[config.mk]
export PLATFORM = sky130hd
export DESIGN_NAME = fir_ir_filter_flat
export DESIGN_NICKNAME = d
export VERILOG_FILES = /design/src/rtl/fir_ir_filter_if.sv /design/src/rtl/fir_ir_filter.sv /design/src/flat_wrapper.sv
export SDC_FILE = /design/constraint.sdc
export NUM_CORES = 1
export LEC_CHECK = 0
export BUFFER_PORTS_ARGS = -buffer_cell sky130_fd_sc_hd__buf_2
export CAP_MARGIN = 20
export CELL_PAD_IN_SITES_DETAIL_PLACEMENT = 2
export CELL_PAD_IN_SITES_GLOBAL_PLACEMENT = 2
export CORE_UTILIZATION = 30
export DETAILED_ROUTE_END_ITERATION = 8
export GPL_ROUTABILITY_DRIVEN = 0
export PLACE_DENSITY_LB_ADDON = 0.1
export SYNTH_ARGS = -nofsm -noshare
export SYNTH_HDL_FRONTEND = slang
export SYNTH_SLANG_ARGS = --single-unit
[constraint.sdc]
create_clock -name CLK_Filter -period 8.7 [get_ports CLK_Filter]
set_clock_uncertainty 0.15 [all_clocks]
set_input_delay 0.435 -clock CLK_Filter [delete_from_list [all_inputs] [get_ports CLK_Filter]]
set_output_delay 0.435 -clock CLK_Filter [all_outputs]
set_load 0.02 [all_outputs]
[src/rtl/fir_ir_filter_if.sv]
`default_nettype none
// ============================================================================
// Module   : fir_ir_filter_if
// Brief    : Sample-in / filtered-out bundle for the IR-channel FIR filter.
// Revision : 1.0  initial release
// ============================================================================
interface fir_ir_filter_if #(
    parameter int DATA_WIDTH = 8,
    parameter int OUT_WIDTH  = 20
);
    logic [DATA_WIDTH-1:0] IR_ADC_Value;
    logic [OUT_WIDTH-1:0]  Out_IR_Filtered;

    modport master (output IR_ADC_Value, input  Out_IR_Filtered);
    modport slave  (input  IR_ADC_Value, output Out_IR_Filtered);
endinterface
`default_nettype wire

[src/rtl/fir_ir_filter.sv]
`default_nettype none
// ============================================================================
// Module   : fir_ir_filter
// Brief    : 16-tap direct-form FIR low-pass filter, one sample and one
//            registered result per CLK_Filter rising edge.
// Revision : 1.0  initial release
// ============================================================================
module fir_ir_filter #(
    parameter int DATA_WIDTH = 8,
    parameter int COEF_WIDTH = 12,
    parameter int NUM_TAPS   = 16,
    parameter int OUT_WIDTH  = 20,
    parameter logic [NUM_TAPS*COEF_WIDTH-1:0] COEFFS = {
        12'd8,   12'd16,  12'd32,  12'd64,  12'd128, 12'd256, 12'd384, 12'd448,
        12'd448, 12'd384, 12'd256, 12'd128, 12'd64,  12'd32,  12'd16,  12'd8
    }
) (
    input  wire             CLK_Filter,
    input  wire             rst_n,
    fir_ir_filter_if.slave  ir_if
);

    localparam int ACC_WIDTH = DATA_WIDTH + COEF_WIDTH + $clog2(NUM_TAPS);

    logic [DATA_WIDTH-1:0] x_q [NUM_TAPS];
    logic [OUT_WIDTH-1:0]  out_q;
    logic [ACC_WIDTH-1:0]  sum_d;

    // Sum uses the pre-edge delay line, so a new sample reaches the output one edge after it enters x_q[0].
    always_comb begin
        sum_d = '0;
        for (int k = 0; k < NUM_TAPS; k++) begin
            sum_d = sum_d
                  + ACC_WIDTH'(COEFFS[k*COEF_WIDTH +: COEF_WIDTH]) * ACC_WIDTH'(x_q[k]);
        end
    end

    always_ff @(posedge CLK_Filter or negedge rst_n) begin
        if (!rst_n) begin
            for (int k = 0; k < NUM_TAPS; k++) begin
                x_q[k] <= '0;
            end
            out_q <= '0;
        end else begin
            x_q[0] <= ir_if.IR_ADC_Value;
            for (int k = 1; k < NUM_TAPS; k++) begin
                x_q[k] <= x_q[k-1];
            end
            out_q <= OUT_WIDTH'(sum_d);
        end
    end

    assign ir_if.Out_IR_Filtered = out_q;

endmodule
`default_nettype wire

[src/flat_wrapper.sv]
// flat-port wrapper written by rule: the top's interface ports become plain ports
module fir_ir_filter_flat 
#(
    parameter int DATA_WIDTH = 8,
    parameter int COEF_WIDTH = 12,
    parameter int NUM_TAPS   = 16,
    parameter int OUT_WIDTH  = 20,
    parameter logic [NUM_TAPS*COEF_WIDTH-1:0] COEFFS = {
        12'd8,   12'd16,  12'd32,  12'd64,  12'd128, 12'd256, 12'd384, 12'd448,
        12'd448, 12'd384, 12'd256, 12'd128, 12'd64,  12'd32,  12'd16,  12'd8
    }
)
  (CLK_Filter, rst_n, ir_if_IR_ADC_Value, ir_if_Out_IR_Filtered);
  fir_ir_filter_if #(.DATA_WIDTH(DATA_WIDTH), .OUT_WIDTH(OUT_WIDTH)) ir_if_i ();
  input  wire CLK_Filter;
  input  wire rst_n;
  input wire logic [$bits(ir_if_i.IR_ADC_Value)-1:0] ir_if_IR_ADC_Value;
  output wire logic [$bits(ir_if_i.Out_IR_Filtered)-1:0] ir_if_Out_IR_Filtered;
  assign ir_if_i.IR_ADC_Value = ir_if_IR_ADC_Value;
  assign ir_if_Out_IR_Filtered = ir_if_i.Out_IR_Filtered;
  fir_ir_filter #(.DATA_WIDTH(DATA_WIDTH), .COEF_WIDTH(COEF_WIDTH), .NUM_TAPS(NUM_TAPS), .OUT_WIDTH(OUT_WIDTH), .COEFFS(COEFFS)) u_core (.CLK_Filter(CLK_Filter), .rst_n(rst_n), .ir_if(ir_if_i));
endmodule
==> results of run 1 <==
-- synth_stat cells (2+ instances only) --
| library cell | number | share of area (%) |
|---|---|---|
| a31oi_1 | 3 | 0.21 |
| o31ai_1 | 3 | 0.26 |
| o21ai_0 | 5 | 0.29 |
| nand2_1 | 16 | 0.68 |
| buf_4 | 3 | 0.26 |
| nor2_1 | 17 | 0.73 |
| a21oi_1 | 25 | 1.4 |
| a211oi_2 | 2 | 0.29 |
| nor2b_1 | 2 | 0.14 |
| ha_1 | 79 | 11 |
| nand2b_1 | 4 | 0.29 |
| xnor2_1 | 24 | 2.4 |
| nand3_1 | 13 | 0.74 |
| nor3_1 | 7 | 0.40 |
| a21oi_2 | 2 | 0.20 |
| and3_1 | 2 | 0.14 |
| dfrtp_1 | 145 | 41 |
| fa_1 | 126 | 29 |
| xor2_1 | 13 | 1.3 |
| nor4_1 | 3 | 0.21 |
| a21o_1 | 5 | 0.43 |
| o21bai_1 | 6 | 0.51 |
| o21a_1 | 2 | 0.17 |
| o211ai_1 | 4 | 0.34 |
| inv_1 | 149 | 6.4 |
-- worst max-delay path, cell delays in order, from the launching register on --
cell and delay, ns:
dfrtp_1 0.46, fa_1 0.51, ha_1 0.22, fa_1 0.41
a21o_1 0.19, a21oi_2 0.18, nor2_1 0.09, a211oi_2 0.24
xor2_1 0.14, fa_1 0.55, inv_1 0.07, fa_1 0.53
inv_1 0.06, fa_1 0.51, fa_1 0.53, fa_1 0.49
ha_1 0.31, ha_1 0.41, nand3_1 0.10, a21oi_1 0.20
nor2_1 0.10, a21oi_1 0.22, xor2_1 0.16
-- final timing paths --
path / start / endpoint / slack, ns / cells after the start
max: u_core.x_q[56]$_DFF_PN0_ / u_core.ir_if.Out_IR_Filtered[19]$_DFF_PN0_ / 1.80 / 22
min: u_core.x_q[8]$_DFF_PN0_ / u_core.x_q[0]$_DFF_PN0_ / 0.23 / 0
max reg2reg: u_core.x_q[56]$_DFF_PN0_ / u_core.ir_if.Out_IR_Filtered[19]$_DFF_PN0_ / 1.80 / 22
min reg2reg: u_core.x_q[8]$_DFF_PN0_ / u_core.x_q[0]$_DFF_PN0_ / 0.23 / 0
max in group asynchronous: rst_n / u_core.x_q[50]$_DFF_PN0_ / 6.62 / 3
min in group asynchronous: rst_n / u_core.ir_if.Out_IR_Filtered[10]$_DFF_PN0_ / 0.50 / 2
-- final cells by class --
| type | instances | share of cell area (%) |
|---|---|---|
| Clock buffer | 17 | 4.21 |
| Sequential cell | 145 | 35.9 |
| Multi-Input combinational cell | 375 | 45.2 |
| Tap cell | 384 | 4.75 |
| Clock inverter | 15 | 2.10 |
| Timing Repair Buffer | 36 | 2.31 |
| Inverter | 149 | 5.53 |
-- metrics by stage --
step	utilization [%]	instance area (um2)
finish	35.1	10100
global route	35.1	10100
CTS	35.1	10100
detailed placement	32.6	9390
global placement	32.6	9390
floorplan	-	8780
-- flip-flops by register name, summed over array words and instances, names as in the netlist --
| register | cells |
|---|---|
| u_core.ir_if.Out_IR_Filtered | 17 |
| u_core.x_q | 128 |
-- cell usage in the layout, fill, tap and decap left out, types with 3 or more instances in the layout --
master         synthesis  routed
inv_1                149     149
dfrtp_1              145     145
fa_1                 126     126
ha_1                  79      79
a21oi_1               25      25
buf_2                  0      25
xnor2_1               24      24
nor2_1                17      17
clkbuf_16              0      17
nand2_1               16      16
xor2_1                13      13
nand3_1               13      13
dlygate4sd3_1          0       9
nor3_1                 7       7
o21bai_1               6       6
inv_6                  0       6
o21ai_0                5       5
a21o_1                 5       5
o211ai_1               4       4
nand2b_1               4       4
inv_8                  0       4
nor4_1                 3       3
o31ai_1                3       3
a31oi_1                3       3
conb_1                 1       3
bufinv_16              0       3
-- kinds of logic after synthesis --
kind of cell	count (synthesis)	synth area share, %
flip-flops	145	41.3
adder cells (fa/ha/maj)	205	40.0
buffers and inverters	152	6.63
AND/OR/NAND/NOR	67	3.56
other	1	0.0427
AO/OA/AOI/OAI	63	4.73
XOR/XNOR	37	3.69
-- routing by layer --
layer  up-vias  GRT usage, %
li1       2177             -
met1      2543          17.3
met2        31          26.0
met3        16          2.62
met4         0          3.72
met5         -             0
==> results.py, run 1 <==
metrics = {
    "clock_network": {
        "post-cts-setup-buffers": 0,
        "tritoncts": "built",
        "htree_levels": 4,
        "cts_made_buffers": 17,
        "cts_sinks": 145,
        "ctsResizeCount": 0,
        "insertion_delay_ns": 0.43,
        "cts_root_buffer": "clkbuf_16",
        "ctsLongestPathBuffers": 2,
        "hold_buffers": 9,
        "path_clk_slew_ns": 0.07,
    },
    "global_routing": {
        "grt_pass1_vias": 5800,
        "grt_pass1_wl_um": 32200,
        "antenna_found_initial": 0,
        "grt.total_usage_pct": 14.3,
        "grt_start_max_net_pins": 87,
        "overflow": 0,
    },
    "routing": {
        "drc_errors": 0,
        "drt-met1-wl_um": 8460,
        "dr.pass1.iters": 4,
        "wl_um": 19700,
        "dr_wl_met2_um": 10700,
        "highest_layer": "met4",
        "vias": 4767,
        "dr.first_iter.drc_count": 142,
        "wl_per_cell_um": 17.6,
        "wl_met3_um": 324,
        "drt.antenna.violating_nets": 0,
        "via_per_inst": 4.25,
    },
    "setup_path": {
        "setup.worst_path.class": "reg2reg",
        "end_kind": "register",
        "cp_max_fo": 6,
        "arrival_ns": 7.10,
        "critPathLaunchType": "register",
        "crit_required_ns": 8.90,
    },
    "flow_run": {
        "max-cap-violations": 0,
    },
    "timing": {
        "worst_pin_slew_ns": 0.851,
        "setup_ws_ns": 1.80,
        "min_period_over_period_pct": 79.3,
        "hold_violations": 0,
        "max_freq_mhz": 145,
        "rsz0062_at_grt": "false",
        "finalSetupViolations": 0,
        "slew-limit-headroom_pct": 43.3,
        "maxSlewViolCount": 0,
        "tns_ns": 0,
        "min_period_ns": 6.90,
        "hold_ws_ns": 0.232,
    },
    "floorplanning": {
        "start_util_pct": 30.5,
        "die_x_um": 173,
        "num_rows": 62,
        "num_io_pins": 30,
        "die_area_um2": 29900,
        "coreArea_um2": 28800,
        "dieHeight_um": 173,
    },
    "finish": {
        "multi_input_area_um2": 4570,
        "area_growth_pct": 15.2,
        "fillers": 2985,
        "instances_no_fill": 1121,
        "ff_latch_area_um2": 3630,
        "diodes": 0,
        "drive_gt1_share_pct": 8.82,
        "nets": 939,
    },
    "yosys": {
        "yosysWarnings": 0,
        "syn_inst": 670,
        "netlist_area_um2": 8780,
        "ys_ff_latch": 145,
        "synthDistinctLibCells": 35,
        "synthFlopType": "dfrtp_1",
        "ys_async_sr_fraction_pct": 100,
        "avgSynthCellArea_um2": 13.1,
        "ys_seq_area_share_pct": 41.3,
        "synth-edff-count": 0,
    },
    "run_status": {
        "status": "complete, no violations",
    },
    "worst_hold_path": {
        "hold_path.class": "reg2reg",
    },
    "place": {
        "dp_cells": 1080,
        "dp_hpwl_um": 16000,
        "numPortBuffers": 26,
        "pre_cts_ws_ns": 1.74,
    },
}
Power of run 1 is left out: the tool's default activity adds up to more than one toggle a clock period on the data nets, which glitch-free logic cannot reach.
==> run 2, diff against run 1 <==
--- a/config.mk
+++ b/config.mk
@@ -5,6 +5,7 @@
 export SDC_FILE = /design/constraint.sdc
 export NUM_CORES = 1
 export LEC_CHECK = 0
+export ABC_AREA = 1
 export BUFFER_PORTS_ARGS = -buffer_cell sky130_fd_sc_hd__buf_2
 export CAP_MARGIN = 20
 export CELL_PAD_IN_SITES_DETAIL_PLACEMENT = 2
==> constraint.sdc (replaced) <==
create_clock -name CLK_Filter -period 5.6 [get_ports CLK_Filter]
set_clock_uncertainty 0.15 [all_clocks]
set_input_delay 0.28 -clock CLK_Filter [delete_from_list [all_inputs] [get_ports CLK_Filter]]
set_output_delay 0.28 -clock CLK_Filter [all_outputs]
set_load 0.02 [all_outputs]
==> run 2 against run 1 <==
  * The flow now finishes with violations (negative setup slack)
  * Sequential share of layout area down 4.8 points
  * Maximum frequency rose by 13%
  * Worst setup slack got worse by 2.3 ns
==> results.py, run 2 <==
metrics = {
    "global_routing": {
        "grt.total_usage_pct": 16.6,
        "grt_start_max_net_pins": 95,
        "top_usage_layer": "met2",
        "antenna_found_initial": 0,
        "grt_pass1_wl_um": 38300,
        "grt_use_met3_pct": 2.86,
        "met2_usage_pct": 29.5,
        "overflow": 0,
        "grt_pass1_vias": 7028,
        "gr-usage-met1_pct": 20.7,
    },
    "setup_path": {
        "setup.worst_path.class": "reg2reg",
        "critPathLaunchType": "register",
        "crit_required_ns": 5.77,
        "arrival_ns": 6.27,
        "end_kind": "register",
        "cp_max_fo": 3,
    },
    "yosys": {
        "yosysWarnings": 0,
        "netlist_top_cells_count": "180 x inv_1, 145 x dfrtp_1, 126 x fa_1",
        "ys_seq_area_share_pct": 39.9,
        "syn_inst": 784,
        "synth.top_cells.by_area": "dfrtp_1 40%, fa_1 28%, ha_1 11%, inv_1 7.4%, nand2_1 4.9%",
        "avgSynthCellArea_um2": 11.6,
        "ys_ff_latch": 145,
        "synthFlopType": "dfrtp_1",
        "synthDistinctLibCells": 23,
        "yosys.cell_count.top_type": "inv_1",
        "netlist_area_um2": 9090,
        "synth-edff-count": 0,
        "ys_async_sr_fraction_pct": 100,
        "netlist.area_leader.share_pct": 39.9,
        "synth_top_cell_by_area": "dfrtp_1",
    },
    "timing": {
        "tns_ns": -4.01,
        "min_period_over_period_pct": 109,
        "maxSlewViolCount": 0,
        "finalSetupViolations": 10,
        "slew-limit-headroom_pct": 37.2,
        "hold_violations": 0,
        "rsz0062_at_grt": "true",
        "min_period_ns": 6.10,
        "setup_ws_ns": -0.500,
        "worst_pin_slew_ns": 0.942,
        "max_freq_mhz": 164,
    },
    "floorplanning": {
        "die_x_um": 176,
        "num_rows": 63,
        "coreArea_um2": 29700,
        "start_util_pct": 30.6,
        "die_area_um2": 31000,
        "dieHeight_um": 176,
        "num_io_pins": 30,
    },
    "run_status": {
        "violations": "negative setup slack",
        "status": "finished with violations",
    },
    "routing": {
        "drc_errors": 0,
        "dr.pass1.iters": 4,
        "via_per_inst": 4.31,
        "vias": 5766,
        "wl_um": 23700,
        "dr.first_iter.drc_count": 157,
        "drt.antenna.violating_nets": 0,
        "wl_per_cell_um": 17.7,
    },
    "finish": {
        "top_register": "u_core.x_q",
        "design_area_um2": 11700,
        "drive_gt1_share_pct": 28.5,
        "largest_reg_flops": 128,
        "layout_commonest_cell": "inv_1",
        "most-common-layout-cells": "169 x inv_1, 136 x dfrtp_1, 117 x fa_1",
        "nets": 1150,
        "fillers": 3075,
        "area_growth_pct": 28.6,
    },
    "place": {
        "dp_hpwl_um": 18700,
        "dpl_cell_area_um2": 10400,
        "numPortBuffers": 26,
    },
    "clock_network": {
        "cts_sinks": 145,
        "cts_made_buffers": 17,
        "ctsLongestPathBuffers": 2,
        "cts_root_buffer": "clkbuf_16",
        "insertion_delay_ns": 0.44,
        "htree_levels": 4,
        "path_clk_slew_ns": 0.07,
        "tritoncts": "built",
    },
    "flow_run": {
        "max-cap-violations": 0,
    },
    "worst_hold_path": {
        "hold_path.class": "reg2reg",
    },
}
run 2: what timing repair did:
action	in CTS	in global routing
cloned	0	0
pin swaps	50	58
hold buffers	9	0
resized for setup	40	69
endpoints found under the setup margin	10	10
hold endpoints to repair	101	0
buffers inserted	4	9
run 2: worst paths after layout:
kind / end / startpoint / depth (start not counted) / slack [ns]
max reg2reg: u_core.ir_if.Out_IR_Filtered[15]$_DFF_PN0_ / u_core.x_q[57]$_DFF_PN0_ / 18 / -0.50
max: u_core.ir_if.Out_IR_Filtered[15]$_DFF_PN0_ / u_core.x_q[57]$_DFF_PN0_ / 18 / -0.50
max in group asynchronous: u_core.x_q[58]$_DFF_PN0_ / rst_n / 3 / 3.61
min in group asynchronous: u_core.ir_if.Out_IR_Filtered[17]$_DFF_PN0_ / rst_n / 2 / 0.36
min reg2reg: u_core.x_q[23]$_DFF_PN0_ / u_core.x_q[31]$_DFF_PN0_ / 0 / 0.23
min: u_core.x_q[23]$_DFF_PN0_ / u_core.x_q[31]$_DFF_PN0_ / 0 / 0.23
run 2: kinds of logic (layout without fill, tap and decap cells):
family	count (synthesis)	in the layout	synth area share, %
simple gates	194	194	9.45
fa+ha+maj	205	205	38.6
xor+xnor	19	19	1.83
flops	145	145	39.9
other cells	1	4	0.0412
buf+inv	183	345	7.68
compound gates	37	37	2.49
run 2: per-stage QoR:
| step | hold WS (ns) | utilization (%) | setup WS (ns) | instances |
|---|---|---|---|---|
| final | 0.228 | 39.4 | -0.500 | 1339 |
| after global routing | 0.246 | 39.3 | -0.684 | 1338 |
| after CTS | 0.233 | 38.1 | -0.596 | 1329 |
| after detailed placement | 0.215 | 35.1 | -0.738 | 1284 |
| after global placement | 0.212 | 35.1 | -0.647 | 1284 |
| after floorplan | -0.166 | - | -0.212 | 786 |
run 2: area by class of cell:
class,instances,area [um2],share of cell area [%]
Multi-Input combinational cell,458,5300,45.4
Sequential cell,145,3640,31.1
Timing Repair Buffer,133,977,8.36
Inverter,180,676,5.78
Tap cell,390,488,4.17
Clock buffer,17,425,3.64
Clock inverter,15,183,1.56
Antenna cell,1,2.50,0.0214
run 2: metal layers:
layer | up-vias | share of wire, %
met2 | 33 | 54
li1 | 2664 | -
met5 | - | 0
met3 | 12 | 1.5
met4 | 0 | 0.82
met1 | 3057 | 43
run 2: worst max-delay path, cell delays in order, from the launching register on:
cell and delay, ns:
dfrtp_2 0.43, fa_1 0.54, ha_4 0.20, fa_2 0.40, buf_6 0.14, xnor2_2 0.13
fa_1 0.58, fa_2 0.45, fa_1 0.54, fa_1 0.46, fa_1 0.59, fa_2 0.48
fa_2 0.42, inv_2 0.08, nand3_2 0.08, nand3_4 0.10, nand2_2 0.07, nand3_1 0.06
nand2_1 0.07
Power of run 2 is left out for the same reason.
==> run 3, diff against run 2 <==
--- a/config.mk
+++ b/config.mk
@@ -10,7 +10,7 @@
 export CAP_MARGIN = 20
 export CELL_PAD_IN_SITES_DETAIL_PLACEMENT = 2
 export CELL_PAD_IN_SITES_GLOBAL_PLACEMENT = 2
-export CORE_UTILIZATION = 30
+export CORE_UTILIZATION = 39
 export DETAILED_ROUTE_END_ITERATION = 8
 export GPL_ROUTABILITY_DRIVEN = 0
 export PLACE_DENSITY_LB_ADDON = 0.1
==> run 3 against run 2 <==
  * Highest routed layer unchanged
  * Non-clock buffer count decreased by 11
  * First-iteration DRC count is 1.9% lower
  * Critical path type unchanged
  * The run still ends with negative setup slack left
  * Clock-buffer cell count unchanged
  * Largest cell class unchanged
  * Final cell count shrank 6.6%
  * Maximum frequency fell by 2.5%
  * Via count up 1.3%
  * Sequential cell count did not move
==> results.py, run 3 (synthesis gave the netlist of run 2 again) <==
metrics = {
    "global_routing": {
        "overflow": 0,
        "grt.total_usage_pct": 23.2,
        "grt_pass1_wl_um": 40500,
        "grt_pass1_vias": 7173,
        "grt_start_max_net_pins": 78,
        "antenna_found_initial": 0,
    },
    "timing": {
        "max_freq_mhz": 160,
        "tns_ns": -5.57,
        "min_period_over_period_pct": 112,
        "maxSlewViolCount": 0,
        "hold_violations": 0,
        "worst_pin_slew_ns": 0.888,
        "rsz0062_at_grt": "true",
        "slew-limit-headroom_pct": 40.8,
        "finalSetupViolations": 10,
        "min_period_ns": 6.25,
        "setup_ws_ns": -0.655,
    },
    "routing": {
        "wl_um": 25800,
        "vias": 5843,
        "dr.pass1.iters": 4,
        "wl_per_cell_um": 20.6,
        "dr.first_iter.drc_count": 154,
        "via_per_inst": 4.67,
        "drc_errors": 0,
        "drt.antenna.violating_nets": 0,
    },
    "run_status": {
        "status": "finished with violations",
        "violations": "negative setup slack",
    },
    "finish": {
        "nets": 1139,
        "drive_gt1_share_pct": 25.3,
        "most-common-layout-cells": "171 x inv_1, 137 x dfrtp_1, 121 x fa_1",
        "diodes": 0,
        "ff_latch_area_um2": 3640,
        "layout_commonest_cell": "inv_1",
        "multi_input_area_um2": 5160,
        "top_register": "u_core.x_q",
        "fillers": 2263,
        "largest_reg_flops": 128,
        "area_growth_pct": 25.0,
    },
    "floorplanning": {
        "num_io_pins": 30,
        "dieHeight_um": 155,
        "start_util_pct": 39.9,
        "die_area_um2": 23900,
        "coreArea_um2": 22800,
        "num_rows": 55,
        "die_x_um": 155,
    },
    "clock_network": {
        "htree_levels": 4,
        "insertion_delay_ns": 0.44,
        "tritoncts": "built",
        "cts_made_buffers": 17,
        "ctsLongestPathBuffers": 2,
        "cts_sinks": 145,
        "path_clk_slew_ns": 0.07,
        "cts_root_buffer": "clkbuf_16",
    },
    "worst_hold_path": {
        "hold_path.class": "reg2reg",
        "min_from": "u_core.x_q[39]$_DFF_PN0_",
    },
    "setup_path": {
        "worst_path_most_repeated_cell": "fa_1",
        "r2r-start": "u_core.x_q[65]$_DFF_PN0_",
        "arrival_ns": 6.43,
        "cp_cell_sequence": "fa_1, ha_4, fa_2, nand3_2, nand2_2, xor2_2, fa_1, fa_1, fa_1, fa_1, fa_1, inv_2, fa_1, inv_2, ha_4, nand2_4, nand2_2, nand2_1, nand2_1, nand2_1, nand3_1, nand2_1, nand2_1",
        "critPathLaunchType": "register",
        "startpoint": "u_core.x_q[65]$_DFF_PN0_",
        "cp_max_fo": 5,
        "setup.worst_path.class": "reg2reg",
        "crit_required_ns": 5.78,
        "crit_slowest_cell": "fa_1",
        "critical-path-max-stage-delay_ns": 0.56,
        "end_kind": "register",
    },
    "flow_run": {
        "max-cap-violations": 0,
    },
    "place": {
        "numPortBuffers": 26,
        "dp_hpwl_um": 18800,
    },
}
## run 3: final timing paths
kind	to	slack (ns)	cells after the start
max	u_core.ir_if.Out_IR_Filtered[19]$_DFF_PN0_	-0.65	23
min	u_core.x_q[31]$_DFF_PN0_	0.23	0
max reg2reg	u_core.ir_if.Out_IR_Filtered[19]$_DFF_PN0_	-0.65	23
min reg2reg	u_core.x_q[31]$_DFF_PN0_	0.23	0
max in group asynchronous	u_core.x_q[57]$_DFF_PN0_	3.57	3
min in group asynchronous	u_core.ir_if.Out_IR_Filtered[16]$_DFF_PN0_	0.31	2
## run 3: layer usage
metal / track usage (%) / vias to the layer above / part of all wire (%)
met1: 26.4 / 3110 / 39
met5: 0 / - / 0
met3: 3.33 / 36 / 1.5
li1: - / 2639 / -
met4: 7.21 / 0 / 2.3
met2: 44.3 / 58 / 57
## run 3: area by class of cell
class,count,share of cell area (%)
multi-input cells,458,45.4
flip-flops and latches,145,32.0
repair buffers,122,7.81
inverters,180,5.95
clock buffers,17,3.74
well taps,313,3.45
clock inverters,15,1.65
## run 3: through the flow
| step | hold slack (ns) | setup WS, ns | std cells | instance area, um2 | util, % |
|---|---|---|---|---|---|
| final | 0.228 | -0.655 | 1250 | 11400 | 49.9 |
| after global routing | 0.252 | -0.847 | 1250 | 11400 | 49.9 |
| after CTS | 0.233 | -0.634 | 1249 | 11200 | 49.0 |
| after floorplan | -0.166 | -0.212 | 786 | 9200 | - |
| after detailed placement | 0.216 | -0.710 | 1202 | 10300 | 45.2 |
| after global placement | 0.213 | -0.542 | 1202 | 10300 | 45.2 |
## run 3: repair_timing
| action | CTS | global route |
|---|---|---|
| buffers inserted | 6 | 4 |
| endpoints found under the hold margin | 84 | 0 |
| resized for setup | 28 | 46 |
| endpoints found under the setup margin | 10 | 10 |
| hold buffers | 9 | 0 |
| pin swaps | 28 | 34 |
## run 3: critical path: cells and delay by family (launching register included)
family | cells | cell delay [ns]
and+or+nand+nor | 10 | 0.69
xor gates and xnor gates | 1 | 0.20
adders and majority gates | 10 | 4.55
DFF | 1 | 0.44
buffers and inverters | 2 | 0.12
Power of run 3 is left out for the same reason.
